### src/rtl/pepo_control_unit_pkg.sv
// Shared definitions for the PEPO microprogrammed control unit: control-word bit map,
// sequencing modes, state numbers and the constant microstore.
package pepo_control_unit_pkg;

    localparam int DP_W = 34;
    localparam int UW   = 48;

    localparam int B_RF_LD     = 0;
    localparam int B_IR_LD     = 1;
    localparam int B_MAR_LD    = 2;
    localparam int B_MDR_LD    = 3;
    localparam int B_RW        = 4;
    localparam int B_MOV       = 5;
    localparam int B_FR_LD     = 6;
    localparam int B_ALU_LSB   = 7;
    localparam int B_MA_LSB    = 11;
    localparam int B_MB_LSB    = 13;
    localparam int B_MC_LSB    = 15;
    localparam int B_MD        = 17;
    localparam int B_ME        = 18;
    localparam int B_MF        = 19;
    localparam int B_MG        = 20;
    localparam int B_MH        = 21;
    localparam int B_MI        = 22;
    localparam int B_DSIZE_LSB = 23;

    // Sequencing fields sit above the datapath word: N[36:34], INV[37], CR[45:38]
    localparam int SEQ_N_LSB  = 34;
    localparam int SEQ_INV    = 37;
    localparam int SEQ_CR_LSB = 38;

    typedef enum logic [2:0] {
        N_INC    = 3'b000,
        N_JUMP   = 3'b001,
        N_DECODE = 3'b010,
        N_COND   = 3'b011,
        N_MOC    = 3'b100,
        N_LSM    = 3'b101
    } n_mode_e;

    localparam logic [5:0] S_IDLE       = 6'd0;
    localparam logic [5:0] S_FETCH_MAR  = 6'd1;
    localparam logic [5:0] S_FETCH_PC   = 6'd2;
    localparam logic [5:0] S_FETCH_WAIT = 6'd3;
    localparam logic [5:0] S_DECODE     = 6'd4;
    localparam logic [5:0] S_DP         = 6'd10;
    localparam logic [5:0] S_LS_ADDR    = 6'd20;
    localparam logic [5:0] S_LS_WAIT    = 6'd21;
    localparam logic [5:0] S_LS_WB      = 6'd22;
    localparam logic [5:0] S_B          = 6'd30;
    localparam logic [5:0] S_BL         = 6'd31;
    localparam logic [5:0] S_BL_PC      = 6'd32;
    localparam logic [5:0] S_LSM_ADDR   = 6'd40;
    localparam logic [5:0] S_LSM_WAIT   = 6'd41;
    localparam logic [5:0] S_LSM_XFER   = 6'd42;
    localparam logic [5:0] S_LSM_NEXT   = 6'd43;
    localparam logic [5:0] S_LSM_EXIT   = 6'd44;

    localparam logic [3:0] ALU_ADD    = 4'b0100;
    localparam logic [3:0] ALU_MOV    = 4'b1101;
    localparam logic [1:0] MA_PC      = 2'b01;
    localparam logic [1:0] MB_PC      = 2'b01;
    localparam logic [1:0] MB_FOUR    = 2'b10;
    localparam logic [1:0] MC_PC      = 2'b01;
    localparam logic [1:0] MC_LR      = 2'b10;
    localparam logic [1:0] DSIZE_WORD = 2'b10;

    function automatic logic [DP_W-1:0] flag(input int b);
        return DP_W'(1) << b;
    endfunction

    function automatic logic [DP_W-1:0] fld4(input logic [3:0] v, input int lsb);
        return DP_W'(v) << lsb;
    endfunction

    function automatic logic [DP_W-1:0] fld2(input logic [1:0] v, input int lsb);
        return DP_W'(v) << lsb;
    endfunction

    function automatic logic [UW-1:0] uinst(input logic [DP_W-1:0] dp, input n_mode_e n,
                                            input logic inv, input logic [5:0] cr);
        return {2'b00, 2'b00, cr, inv, n, dp};
    endfunction

    // Unlisted states are all-zero words, i.e. N_INC with no controls.
    function automatic logic [UW-1:0] microstore(input logic [5:0] st);
        logic [DP_W-1:0] mem_read;
        mem_read = flag(B_MOV) | flag(B_RW) | fld2(DSIZE_WORD, B_DSIZE_LSB);
        case (st)
            S_FETCH_MAR:  return uinst(flag(B_MAR_LD) | fld4(ALU_MOV, B_ALU_LSB)
                                       | fld2(MB_PC, B_MB_LSB), N_INC, 1'b0, 6'd0);
            S_FETCH_PC:   return uinst(mem_read | flag(B_RF_LD) | fld4(ALU_ADD, B_ALU_LSB)
                                       | fld2(MA_PC, B_MA_LSB) | fld2(MB_FOUR, B_MB_LSB)
                                       | fld2(MC_PC, B_MC_LSB), N_INC, 1'b0, 6'd0);
            // IR_LD stays up through the wait so the final load lands on the exit edge
            S_FETCH_WAIT: return uinst(mem_read | flag(B_IR_LD), N_MOC, 1'b0, 6'd0);
            S_DECODE:     return uinst('0, N_DECODE, 1'b0, 6'd0);
            S_DP:         return uinst(flag(B_RF_LD) | flag(B_MD) | flag(B_ME),
                                       N_JUMP, 1'b0, S_FETCH_MAR);
            S_LS_ADDR:    return uinst(flag(B_MAR_LD) | fld4(ALU_ADD, B_ALU_LSB) | flag(B_MF),
                                       N_INC, 1'b0, 6'd0);
            S_LS_WAIT:    return uinst(mem_read | flag(B_MDR_LD), N_MOC, 1'b0, 6'd0);
            S_LS_WB:      return uinst(flag(B_RF_LD) | flag(B_MI), N_JUMP, 1'b0, S_FETCH_MAR);
            S_B, S_BL_PC: return uinst(flag(B_RF_LD) | fld4(ALU_ADD, B_ALU_LSB)
                                       | fld2(MA_PC, B_MA_LSB) | flag(B_MG)
                                       | fld2(MC_PC, B_MC_LSB), N_JUMP, 1'b0, S_FETCH_MAR);
            S_BL:         return uinst(flag(B_RF_LD) | fld4(ALU_MOV, B_ALU_LSB)
                                       | fld2(MB_PC, B_MB_LSB) | fld2(MC_LR, B_MC_LSB),
                                       N_INC, 1'b0, 6'd0);
            S_LSM_ADDR:   return uinst(flag(B_MAR_LD) | fld4(ALU_MOV, B_ALU_LSB) | flag(B_MF),
                                       N_INC, 1'b0, 6'd0);
            S_LSM_WAIT:   return uinst(mem_read | flag(B_MDR_LD), N_MOC, 1'b0, 6'd0);
            S_LSM_XFER:   return uinst(flag(B_RF_LD) | flag(B_MAR_LD) | flag(B_MI)
                                       | flag(B_MH) | fld4(ALU_ADD, B_ALU_LSB)
                                       | fld2(MB_FOUR, B_MB_LSB), N_LSM, 1'b0, S_LSM_EXIT);
            S_LSM_NEXT:   return uinst('0, N_JUMP, 1'b0, S_LSM_WAIT);
            S_LSM_EXIT:   return uinst('0, N_JUMP, 1'b0, S_FETCH_MAR);
            default:      return '0;
        endcase
    endfunction

endpackage

### src/rtl/pepo_control_unit_next_state.sv
// Next-state selection for the PEPO sequencer: sequencing-mode mux plus the
// combinational instruction decoder used by the decode state.
module pepo_next_state
    import pepo_control_unit_pkg::*;
(
    input  logic [5:0] i_state,
    input  n_mode_e    i_mode,
    input  logic       i_inv,
    input  logic [5:0] i_cr,
    input  logic [3:0] i_ir_op,
    input  logic       i_cond,
    input  logic       i_moc,
    input  logic       i_lsm_detect,
    input  logic       i_lsm_end,
    output logic [5:0] o_next
);

    logic [5:0] w_inc;
    logic [5:0] w_decode;

    assign w_inc = i_state + 6'd1;

    // i_ir_op is IR[27:24]: class in [3:1], branch link bit in [0]
    always_comb begin
        w_decode = S_FETCH_MAR;
        if (i_cond) begin
            case (i_ir_op[3:1])
                3'b000, 3'b001: w_decode = S_DP;
                3'b010, 3'b011: w_decode = S_LS_ADDR;
                3'b100:         if (i_lsm_detect) w_decode = S_LSM_ADDR;
                3'b101:         w_decode = i_ir_op[0] ? S_BL : S_B;
                default:        w_decode = S_FETCH_MAR;
            endcase
        end
    end

    always_comb begin
        o_next = w_inc;
        case (i_mode)
            N_INC:    o_next = w_inc;
            N_JUMP:   o_next = i_cr;
            N_DECODE: o_next = w_decode;
            N_COND:   if (i_cond ^ i_inv) o_next = i_cr;
            N_MOC:    if (!(i_moc ^ i_inv)) o_next = i_state;
            N_LSM:    if (i_lsm_end) o_next = i_cr;
            default:  o_next = w_inc;
        endcase
    end

endmodule

### src/rtl/pepo_control_unit.sv
// PEPO microprogrammed control unit: state register, constant microstore and the
// registered control word that drives the datapath.
module pepo_control_unit
    import pepo_control_unit_pkg::*;
#(
    parameter int UWORD_W = 48,
    parameter int STATES  = 64
) (
    input  logic        CLK,
    input  logic        RESET,
    input  logic [31:0] IR_OUT,
    input  logic        MOC,
    input  logic        COND,
    input  logic        LSM_DETECT,
    input  logic        LSM_END,
    output logic [33:0] cu_datapath
);

    localparam int SW = $clog2(STATES);

    logic [SW-1:0]      state_q;
    logic [UWORD_W-1:0] CTL_REG_CUI;
    logic [SW-1:0]      w_next;
    logic [UWORD_W-1:0] w_uinst;
    logic               w_unused;

    // CTL_REG_CUI always holds microstore[state_q], so its sequencing fields steer the next step
    pepo_next_state u_next_state (
        .i_state      (state_q),
        .i_mode       (n_mode_e'(CTL_REG_CUI[SEQ_N_LSB +: 3])),
        .i_inv        (CTL_REG_CUI[SEQ_INV]),
        .i_cr         (CTL_REG_CUI[SEQ_CR_LSB +: 6]),
        .i_ir_op      (IR_OUT[27:24]),
        .i_cond       (COND),
        .i_moc        (MOC),
        .i_lsm_detect (LSM_DETECT),
        .i_lsm_end    (LSM_END),
        .o_next       (w_next)
    );

    assign w_uinst = microstore(w_next);

    always_ff @(posedge CLK or negedge RESET) begin
        if (!RESET) begin
            state_q     <= '0;
            CTL_REG_CUI <= '0;
        end else begin
            state_q     <= w_next;
            CTL_REG_CUI <= w_uinst;
        end
    end

    assign cu_datapath = CTL_REG_CUI[33:0];

    assign w_unused = &{1'b0, CTL_REG_CUI[UWORD_W-1:SEQ_CR_LSB+6], IR_OUT[31:28], IR_OUT[23:0]};

endmodule

### config.mk
export PLATFORM = sky130hd
export DESIGN_NAME = pepo_control_unit
export DESIGN_NICKNAME = d
export VERILOG_FILES = /design/src/rtl/pepo_control_unit_pkg.sv /design/src/rtl/pepo_control_unit_next_state.sv /design/src/rtl/pepo_control_unit.sv
export SDC_FILE = /design/constraint.sdc
export NUM_CORES = 1
export LEC_CHECK = 0
export ABC_AREA = 1
export CAP_MARGIN = 20
export CORE_UTILIZATION = 30
export CTS_CLUSTER_SIZE = 40
export DETAILED_ROUTE_END_ITERATION = 10
export SLEW_MARGIN = 20
export SYNTH_ARGS = -nofsm -noshare
export SYNTH_HDL_FRONTEND = slang
export SYNTH_SLANG_ARGS = --single-unit
### constraint.sdc
create_clock -name CLK -period 2.3 [get_ports CLK]
set_input_delay 0.46 -clock CLK [delete_from_list [all_inputs] [get_ports CLK]]
set_output_delay 0.46 -clock CLK [all_outputs]
set_load 0.005 [all_outputs]
==> impl_metrics.py, run 1 <==
metrics = {
    "grt": {
        "grt_use_total_pct": 12.4,
        "grtUsageMet3_pct": 1.81,
        "met2_usage_pct": 21.9,
        "antenna_found_initial": 0,
        "first_global_vias": 1636,
        "use_met1_pct": 16.7,
        "grt_max_degree": 28,
        "grt.overflow.total": 0,
        "grt_pass1_wl_mm": 7.47,
        "grt_busiest_layer": "met2",
    },
    "power_and_ir_drop": {
        "vdd.ir_drop.worst_uv": 350,
        "seqPwrFrac_pct": 24.6,
        "p_per_area_mw_per_mm2": 1080,
        "p_int_mw": 1.55,
        "p_sw_mw": 1.30,
        "clkPwrFrac_pct": 9.7,
        "combPwrFrac_pct": 65.8,
        "power_leakage_nw": 1.47,
        "p_sw_share_pct": 45.5,
    },
    "logic_synthesis": {
        "yosysMostFrequentCell": "nand2_1",
        "syn_area_mm2": 0.00213,
        "ys_types": 31,
        "yosys-top-cells-count": "63 x nand2_1, 36 x buf_4, 27 x dfrtp_1, 27 x inv_1, 25 x nand3_1",
        "synthTopCellsByArea": "dfrtp_1 32%, buf_4 13%, nand2_1 11%, nand3_1 5.9%, inv_1 4.7%",
        "yosys.area.top_type": "dfrtp_1",
        "synth_edf_count": 0,
        "synth-seq-area-share_pct": 31.7,
        "ys.flop_type": "dfrtp_1",
        "synth_cells": 281,
        "ys_ff_latch": 27,
        "synth_area_per_cell_um2": 7.60,
        "asyncSetResetFlopFracSynth_pct": 100,
        "yosysTopAreaCellShare_pct": 31.7,
        "synth_warnings": 0,
    },
    "routing": {
        "drtIter0Drc": 120,
        "ant_nets": 0,
        "drt_pass1_iterations": 4,
        "drc_errors": 0,
        "wirelength_mm": 4.39,
        "via_per_inst": 4.28,
        "via_count": 1789,
        "drt-wirelength-per-cell_um": 10.5,
    },
    "sta": {
        "rsz0062_at_grt": "no",
        "setup_viol": 0,
        "maxSlewViolCount": 0,
        "clock_skew_ns": 0.00169,
        "fmax_ghz": 0.470,
        "fin_crit_ns": 2.13,
        "finalHoldWorstSlack_ns": 0.547,
        "finalCritPeriodShare_pct": 92.6,
        "hold_viol_final": 0,
    },
    "flow_run": {
        "cap_violations": 0,
    },
    "setup_path": {
        "crit_path_start_kind": "register",
        "path_buf_inv": 2,
        "cpMaxStageDelayCell": "dfrtp_2",
        "cp_top_family": "simple AND/OR/NAND/NOR gates",
        "crit_path_end_kind": "register",
        "path_class": "register to register",
        "path_max_fanout": 7,
        "slowest_delay_ns": 0.48,
        "cp.required_ns": 2.47,
        "path_cells": "nor2_2 > nand2_1 > nor2_2 > nand2_1 > and2_1 > nand2_2 > inv_1 > ha_1 > buf_4 > nand3_1 > nor2_1 > nor2_1 > nand2_1",
        "crit_top_cell": "nand2_1",
        "cp.arrival_ns": 2.30,
    },
    "cts": {
        "htree_num_levels": 1,
        "cts_inserted_buffers": 3,
        "clockBufferDepth": 2,
        "clk_transition_reported_paths_ns": 0.09,
        "insertion_delay_ns": 0.28,
        "cts_tree": "built",
        "cts_sinks": 27,
        "clk_root_buffer_cell": "clkbuf_8",
    },
    "outcome": {
        "status": "completed",
    },
    "floorplanning": {
        "core_mm2": 0.00683,
        "die_x_um": 86.4,
        "num_rows": 30,
        "initial_utilization_pct": 31.2,
        "die_area_mm2": 0.00746,
        "die_y_um": 86.4,
        "boundaryPins": 72,
    },
    "cells_and_area": {
        "nets": 366,
        "diodes": 0,
        "drive_above_1_share_pct": 28.6,
        "instances_no_fill": 418,
        "fill_cells": 731,
        "area_growth_pct": 24.0,
    },
    "worst_hold_path": {
        "hold_class": "input pin to async pin",
    },
    "place": {
        "dp_hpwl_mm": 3.67,
        "gp_congestion": 0.878,
        "port_buffers": 30,
        "dp.cells": 413,
    },
}
==> path summary, 6_finish.rpt <==
| check | depth (start not counted) | end | startpoint | slack (ns) |
|---|---|---|---|---|
| setup / recovery | 13 | CTL_REG_CUI[2]$_DFF_PN0_ | CTL_REG_CUI[34]$_DFF_PN0_ | 0.17 |
| hold / removal | 2 | CTL_REG_CUI[15]$_DFF_PN0_ | RESET | 0.55 |
| setup reg to reg | 13 | CTL_REG_CUI[2]$_DFF_PN0_ | CTL_REG_CUI[34]$_DFF_PN0_ | 0.17 |
| hold reg to reg | 4 | state_q[2]$_DFF_PN0_ | CTL_REG_CUI[40]$_DFF_PN0_ | 0.73 |
| max in group asynchronous | 2 | CTL_REG_CUI[35]$_DFF_PN0_ | RESET | 1.47 |
| min in group CLK | 4 | state_q[2]$_DFF_PN0_ | CTL_REG_CUI[40]$_DFF_PN0_ | 0.73 |
==> cell usage in the layout (no fill, tap or decap), types with 3 or more instances in the layout <==
cell type / instances
buf_4: 32
clkbuf_8: 3
clkdlybuf4s50_1: 24
conb_1: 13
dfrtp_1: 25
dlymetal6s2s_1: 6
ha_1: 5
inv_1: 27
inv_2: 7
nand2_1: 61
nand2_2: 12
nand3_1: 23
nand3_2: 10
nand4_1: 7
nor2_1: 21
nor2_2: 12
nor2_4: 6
o21ai_0: 4
o21ai_1: 3
==> flip-flops by register name, indices dropped and copies added (netlist names) <==
signal and cells:
state_q 6, CTL_REG_CUI 21
==> stage by stage <==
stage                     setup WS [ns]  TNS [ns]  util, %  cell area [µm²]  total power [mW]
after floorplan                   0.345         0        -             2180              1.96
after global placement           -0.284     -3.79     37.3             2550              2.54
after detailed placement         -0.292     -3.87     37.3             2550              2.56
after CTS                       0.00316         0     38.1             2600              2.85
after global routing            0.00194         0     38.8             2650              3.12
final                             0.171         0     38.8             2650              2.85
==> power groups by stage <==
stage	clock (mW)	combinational [mW]	sequential, mW
floorplan	0	1.28	0.678
global placement	0	1.83	0.708
detailed placement	0	1.85	0.711
CTS	0.288	1.86	0.701
global route	0.304	2.10	0.714
finish	0.276	1.88	0.701
==> logic make-up after synthesis <==
kind of cell    count (synthesis)  synth area share [%]
compound gates                 12                  3.22
xor+xnor                        2                 0.821
flops                          27                  31.7
simple gates                  163                  42.0
fa+ha+maj                       5                  2.93
other cells                     1                 0.176
buf+inv                        71                  19.2
==> final cells by class <==
class                   instances  area [µm²]  area share [%]
clock buffers                   3        41.3            1.56
clock inverters                 1        7.51           0.284
inverters                      34         128            4.82
multi-input cells             195        1120            42.2
flip-flops and latches         27         678            25.6
well taps                      96         120            4.54
repair buffers                 62         556            21.0
==> layer usage <==
layer	routed length (µm)	up-vias
met1	2020	842
met4	10	0
met3	185	2
li1	-	913
met2	2180	32
met5	0	-
==> timing repair <==
item / 4_1_cts / 5_1_grt
pin swaps: 0 / 5
setup endpoints to repair: 1 / 14
setup buffers: 0 / 1
gates resized for setup: 1 / 15
hold buffers: 0 / 0
Power figures use the tool's default switching activity.
==> run 2, diff against run 1 <==
--- a/config.mk
+++ b/config.mk
@@ -12,2 +12,3 @@
 export DETAILED_ROUTE_END_ITERATION = 10
+export REMOVE_ABC_BUFFERS = 1
 export SLEW_MARGIN = 20
--- a/constraint.sdc
+++ b/constraint.sdc
@@ -3,2 +3,2 @@
 set_output_delay 0.46 -clock CLK [all_outputs]
-set_load 0.005 [all_outputs]
+set_load 0.01 [all_outputs]
==> impl_metrics.py, run 2 (synthesis results as in run 1) <==
metrics = {
    "setup_path": {
        "cp_top_family": "simple AND/OR/NAND/NOR gates",
        "rr_worst_depth": 11,
        "path_max_fanout": 4,
        "timing.rr.start": "CTL_REG_CUI[36]$_DFF_PN0_",
        "crit_path_start_kind": "input pin",
        "r2r-end": "CTL_REG_CUI[36]$_DFF_PN0_",
        "cpMaxStageDelayCell": "clkdlybuf4s50_1",
        "crit_path_end_kind": "register",
        "path_class": "input pin to register",
        "slowest_delay_ns": 0.40,
        "reg2reg_slack_ns": 0.13,
        "cp.arrival_ns": 2.40,
        "path_buf_inv": 2,
        "cp.required_ns": 2.51,
        "crit_top_cell": "o21ai_1",
        "path_cells": "clkdlybuf4s50_1 > nand4_1 > o21ai_1 > o21ai_1 > nand2_1 > nor2_1 > buf_4 > ha_2 > nand3b_1 > or2_0 > nand3_1",
    },
    "power_and_ir_drop": {
        "p_per_area_mw_per_mm2": 1100,
        "vdd.ir_drop.worst_uv": 515,
        "power_leakage_nw": 1.44,
        "power_mw": 2.89,
    },
    "grt": {
        "grt_pass1_wl_mm": 7.55,
        "grt_max_degree": 28,
        "first_global_vias": 1722,
        "grt_use_total_pct": 12.9,
        "antenna_found_initial": 0,
        "grt.overflow.total": 0,
    },
    "worst_hold_path": {
        "hold_class": "input pin to async pin",
    },
    "place": {
        "placed_area_mm2": 0.00252,
        "dp_hpwl_mm": 3.62,
        "dp.cells": 409,
        "port_buffers": 30,
        "dp_slack_ns": -0.355,
        "gp_congestion": 0.807,
    },
    "sta": {
        "setup_viol": 0,
        "timing.final.ws_setup_ns": 0.107,
        "finalCritPeriodShare_pct": 95.3,
        "fin_crit_ns": 2.19,
        "clock_skew_ns": 0.00377,
        "fmax_ghz": 0.456,
        "maxSlewViolCount": 0,
        "finalSetupTns_ns": 0,
        "hold_viol_final": 0,
        "rsz0062_at_grt": "no",
    },
    "routing": {
        "ant_nets": 0,
        "via_per_inst": 4.28,
        "wirelength_mm": 4.47,
        "drt_pass1_iterations": 4,
        "drtIter0Drc": 64,
        "via_count": 1768,
        "drt-wirelength-per-cell_um": 10.8,
        "drc_errors": 0,
    },
    "floorplanning": {
        "num_rows": 30,
        "core_mm2": 0.00683,
        "die_y_um": 86.4,
        "initial_utilization_pct": 31.2,
        "die_area_mm2": 0.00746,
        "boundaryPins": 72,
        "die_x_um": 86.4,
    },
    "cts": {
        "htree_num_levels": 1,
        "cts_sinks": 27,
        "holdBufCountCts": 0,
        "clockBufferDepth": 2,
        "clk_root_buffer_cell": "clkbuf_8",
        "cts_tree": "built",
        "cts_inserted_buffers": 3,
        "insertion_delay_ns": 0.27,
        "clk_transition_reported_paths_ns": 0.09,
    },
    "cells_and_area": {
        "nets": 361,
        "drive_above_1_share_pct": 28.1,
        "design_area_mm2": 0.00262,
        "area_growth_pct": 22.7,
        "top_register": "CTL_REG_CUI",
        "largest_reg_flops": 21,
        "reg_top3": "CTL_REG_CUI x21, state_q x6",
        "instances_no_fill": 413,
        "final_common_cell": "nand2_1",
        "mostFrequentLayoutCells": "63 x nand2_1, 27 x buf_4, 26 x inv_1",
        "diodes": 0,
    },
    "flow_run": {
        "cap_violations": 0,
    },
    "outcome": {
        "status": "completed",
    },
}
==> run 2: final cells by class <==
| cell class | count | area [µm²] |
|---|---|---|
| Clock inverter | 1 | 5.00 |
| Timing Repair Buffer | 57 | 518 |
| Multi-Input combinational cell | 195 | 1130 |
| Sequential cell | 27 | 679 |
| Tap cell | 96 | 120 |
| Inverter | 34 | 128 |
| Fill cell | 733 | 4210 |
| Clock buffer | 3 | 41.3 |
==> run 2: worst max-delay path by stage <==
stage	start	end	depth (start not counted)	slack, ns
finish	IR_OUT[24]	CTL_REG_CUI[36]$_DFF_PN0_	11	0.11
global placement	IR_OUT[26]	CTL_REG_CUI[9]$_DFF_PN0_	13	-0.31
floorplan	CTL_REG_CUI[36]$_DFF_PN0_	CTL_REG_CUI[36]$_DFF_PN0_	11	0.34
detailed placement	IR_OUT[26]	CTL_REG_CUI[36]$_DFF_PN0_	12	-0.35
CTS	LSM_END	CTL_REG_CUI[36]$_DFF_PN0_	12	0.01
global route	CTL_REG_CUI[36]$_DFF_PN0_	CTL_REG_CUI[36]$_DFF_PN0_	11	0.02
==> run 2: per-layer routing <==
layer / vias up / GRT usage [%] / share of wire [%]
li1: 906 / - / -
met1: 812 / 16.4 / 46
met2: 45 / 22.9 / 49
met3: 5 / 1.52 / 3.7
met4: 0 / 3.64 / 1.1
met5: - / 0 / 0
==> run 2: where the power goes <==
part	leakage, nW	total [mW]	internal, mW	switching (mW)
combinational	1.06	1.92	0.819	1.10
sequential	0.359	0.708	0.605	0.103
clock	0.0255	0.267	0.122	0.145
==> run 2: through the flow <==
step / hold slack (ns) / utilization (%)
after floorplan: 0.164 / -
after global placement: 0.668 / 36.9
after detailed placement: 0.672 / 36.9
after CTS: 0.550 / 37.6
after global routing: 0.566 / 38.3
final: 0.541 / 38.3
==> run 2: repair_timing <==
action,4_1_cts,5_1_grt
setup endpoints to repair,7,15
gates resized for setup,1,20
setup buffers,0,0
pin swaps,0,4
==> run 3, diff against run 2 <==
clock period = 2.7 ns   (was 2.3 ns; I/O delays follow)
==> impl_metrics.py, run 3 (synthesis results as in run 1) <==
metrics = {
    "grt": {
        "grt_pass1_wl_mm": 7.59,
        "antenna_found_initial": 0,
        "grt_max_degree": 28,
        "grt.overflow.total": 0,
        "grt_use_total_pct": 12.8,
        "first_global_vias": 1600,
    },
    "cts": {
        "insertion_delay_ns": 0.27,
        "clk_transition_reported_paths_ns": 0.09,
        "htree_num_levels": 1,
        "holdBufCountCts": 0,
        "cts_tree": "built",
        "cts_setup_buffers": 0,
        "cts_resized": 0,
        "clk_root_buffer_cell": "clkbuf_8",
        "clockBufferDepth": 2,
        "cts_sinks": 27,
        "cts_inserted_buffers": 3,
    },
    "cells_and_area": {
        "nets": 341,
        "diodes": 0,
        "postLayoutCoreUtil_pct": 35.4,
        "instances_no_fill": 393,
        "drive_above_1_share_pct": 19.5,
        "area_growth_pct": 13.2,
        "mostFrequentLayoutCells": "63 x nand2_1, 30 x clkdlybuf4s50_1, 27 x dfrtp_1, 27 x inv_1, 25 x nand3_1",
        "top_register": "CTL_REG_CUI",
        "fill_cells": 742,
        "largest_reg_flops": 21,
        "reg_top3": "CTL_REG_CUI x21, state_q x6",
        "design_area_mm2": 0.00242,
        "final_common_cell": "nand2_1",
    },
    "sta": {
        "finalCritPeriodShare_pct": 88.3,
        "fmax_ghz": 0.420,
        "fin_crit_ns": 2.38,
        "finalHoldWorstSlack_ns": 0.622,
        "rsz0062_at_grt": "no",
        "hold_viol_final": 0,
        "timing.final.ws_setup_ns": 0.317,
        "maxSlewViolCount": 0,
        "setup_viol": 0,
        "finalSetupTns_ns": 0,
        "clock_skew_ns": 0.00804,
    },
    "routing": {
        "drtIter0Drc": 84,
        "via_per_inst": 4.30,
        "drt-wirelength-per-cell_um": 10.9,
        "ant_nets": 0,
        "wirelength_mm": 4.27,
        "drt_pass1_iterations": 4,
        "via_count": 1688,
        "drc_errors": 0,
    },
    "place": {
        "placed_area_mm2": 0.00237,
        "dp.cells": 389,
        "port_buffers": 30,
        "gp_congestion": 0.817,
        "dp_hpwl_mm": 3.54,
        "dp_slack_ns": 0.0494,
    },
    "floorplanning": {
        "boundaryPins": 72,
        "num_rows": 30,
        "initial_utilization_pct": 31.2,
        "die_area_mm2": 0.00746,
        "core_mm2": 0.00683,
        "die_x_um": 86.4,
        "die_y_um": 86.4,
    },
    "setup_path": {
        "path_class": "input pin to register",
        "crit_path_end_kind": "register",
        "crit_path_start_kind": "input pin",
        "cp.arrival_ns": 2.58,
        "cp.required_ns": 2.90,
        "path_max_fanout": 4,
    },
    "power_and_ir_drop": {
        "power_leakage_nw": 1.30,
        "vdd.ir_drop.worst_uv": 436,
        "p_per_area_mw_per_mm2": 928,
        "power_mw": 2.24,
    },
    "outcome": {
        "status": "completed",
    },
    "flow_run": {
        "cap_violations": 0,
    },
    "worst_hold_path": {
        "hold_class": "input pin to async pin",
    },
}
-- run 3: changes by cell type in the layout (fill, tap and decap cells not counted), sizes merged --
cell	change
dlymetal6s2s	-6
buf	-20
clkdlybuf4s50	+6
-- run 3: final cells by class --
cell class	count	area, µm²	share of cell area, %
clock buffer	3	41.3	1.71
clock inverter	1	5.00	0.207
sequential	27	676	28.0
multi-input combinational	195	1090	45.3
timing repair buffer	37	353	14.6
tap	96	120	4.97
inverter	34	128	5.28
-- run 3: worst paths after layout --
check,startpoint,to,slack [ns],cells after the start
max in group asynchronous,RESET,CTL_REG_CUI[35]$_DFF_PN0_,1.82,2
worst min-delay path,RESET,CTL_REG_CUI[16]$_DFF_PN0_,0.62,2
worst min register to register,CTL_REG_CUI[40]$_DFF_PN0_,state_q[2]$_DFF_PN0_,0.69,4
worst max-delay path,LSM_END,CTL_REG_CUI[36]$_DFF_PN0_,0.32,12
worst max register to register,CTL_REG_CUI[34]$_DFF_PN0_,CTL_REG_CUI[9]$_DFF_PN0_,0.46,14
min in group CLK,CTL_REG_CUI[40]$_DFF_PN0_,state_q[2]$_DFF_PN0_,0.69,4
-- run 3: worst max-delay path: stages --
cell	delay [ns]
clkdlybuf4s50_1	0.54
inv_1	0.08
nand4_1	0.16
nand2_2	0.08
nor2_2	0.15
nor2_1	0.05
nor2_1	0.11
buf_4	0.14
ha_1	0.22
nand3b_1	0.18
or2_0	0.23
nand3_1	0.10
-- run 3: power by group --
group	internal [mW]	total (mW)	switching (mW)	leakage (nW)
registers	0.514	0.599	0.0854	0.364
clock network	0.103	0.228	0.124	0.0255
logic	0.549	1.42	0.869	0.906
-- run 3: layer usage --
metal / global-route usage [%] / routed length, µm / vias to the layer above
met5: 0 / 0 / -
met4: 1.36 / 9 / 0
met3: 2.38 / 155 / 2
met2: 21.6 / 2060 / 22
met1: 17.7 / 2040 / 799
li1: - / - / 865
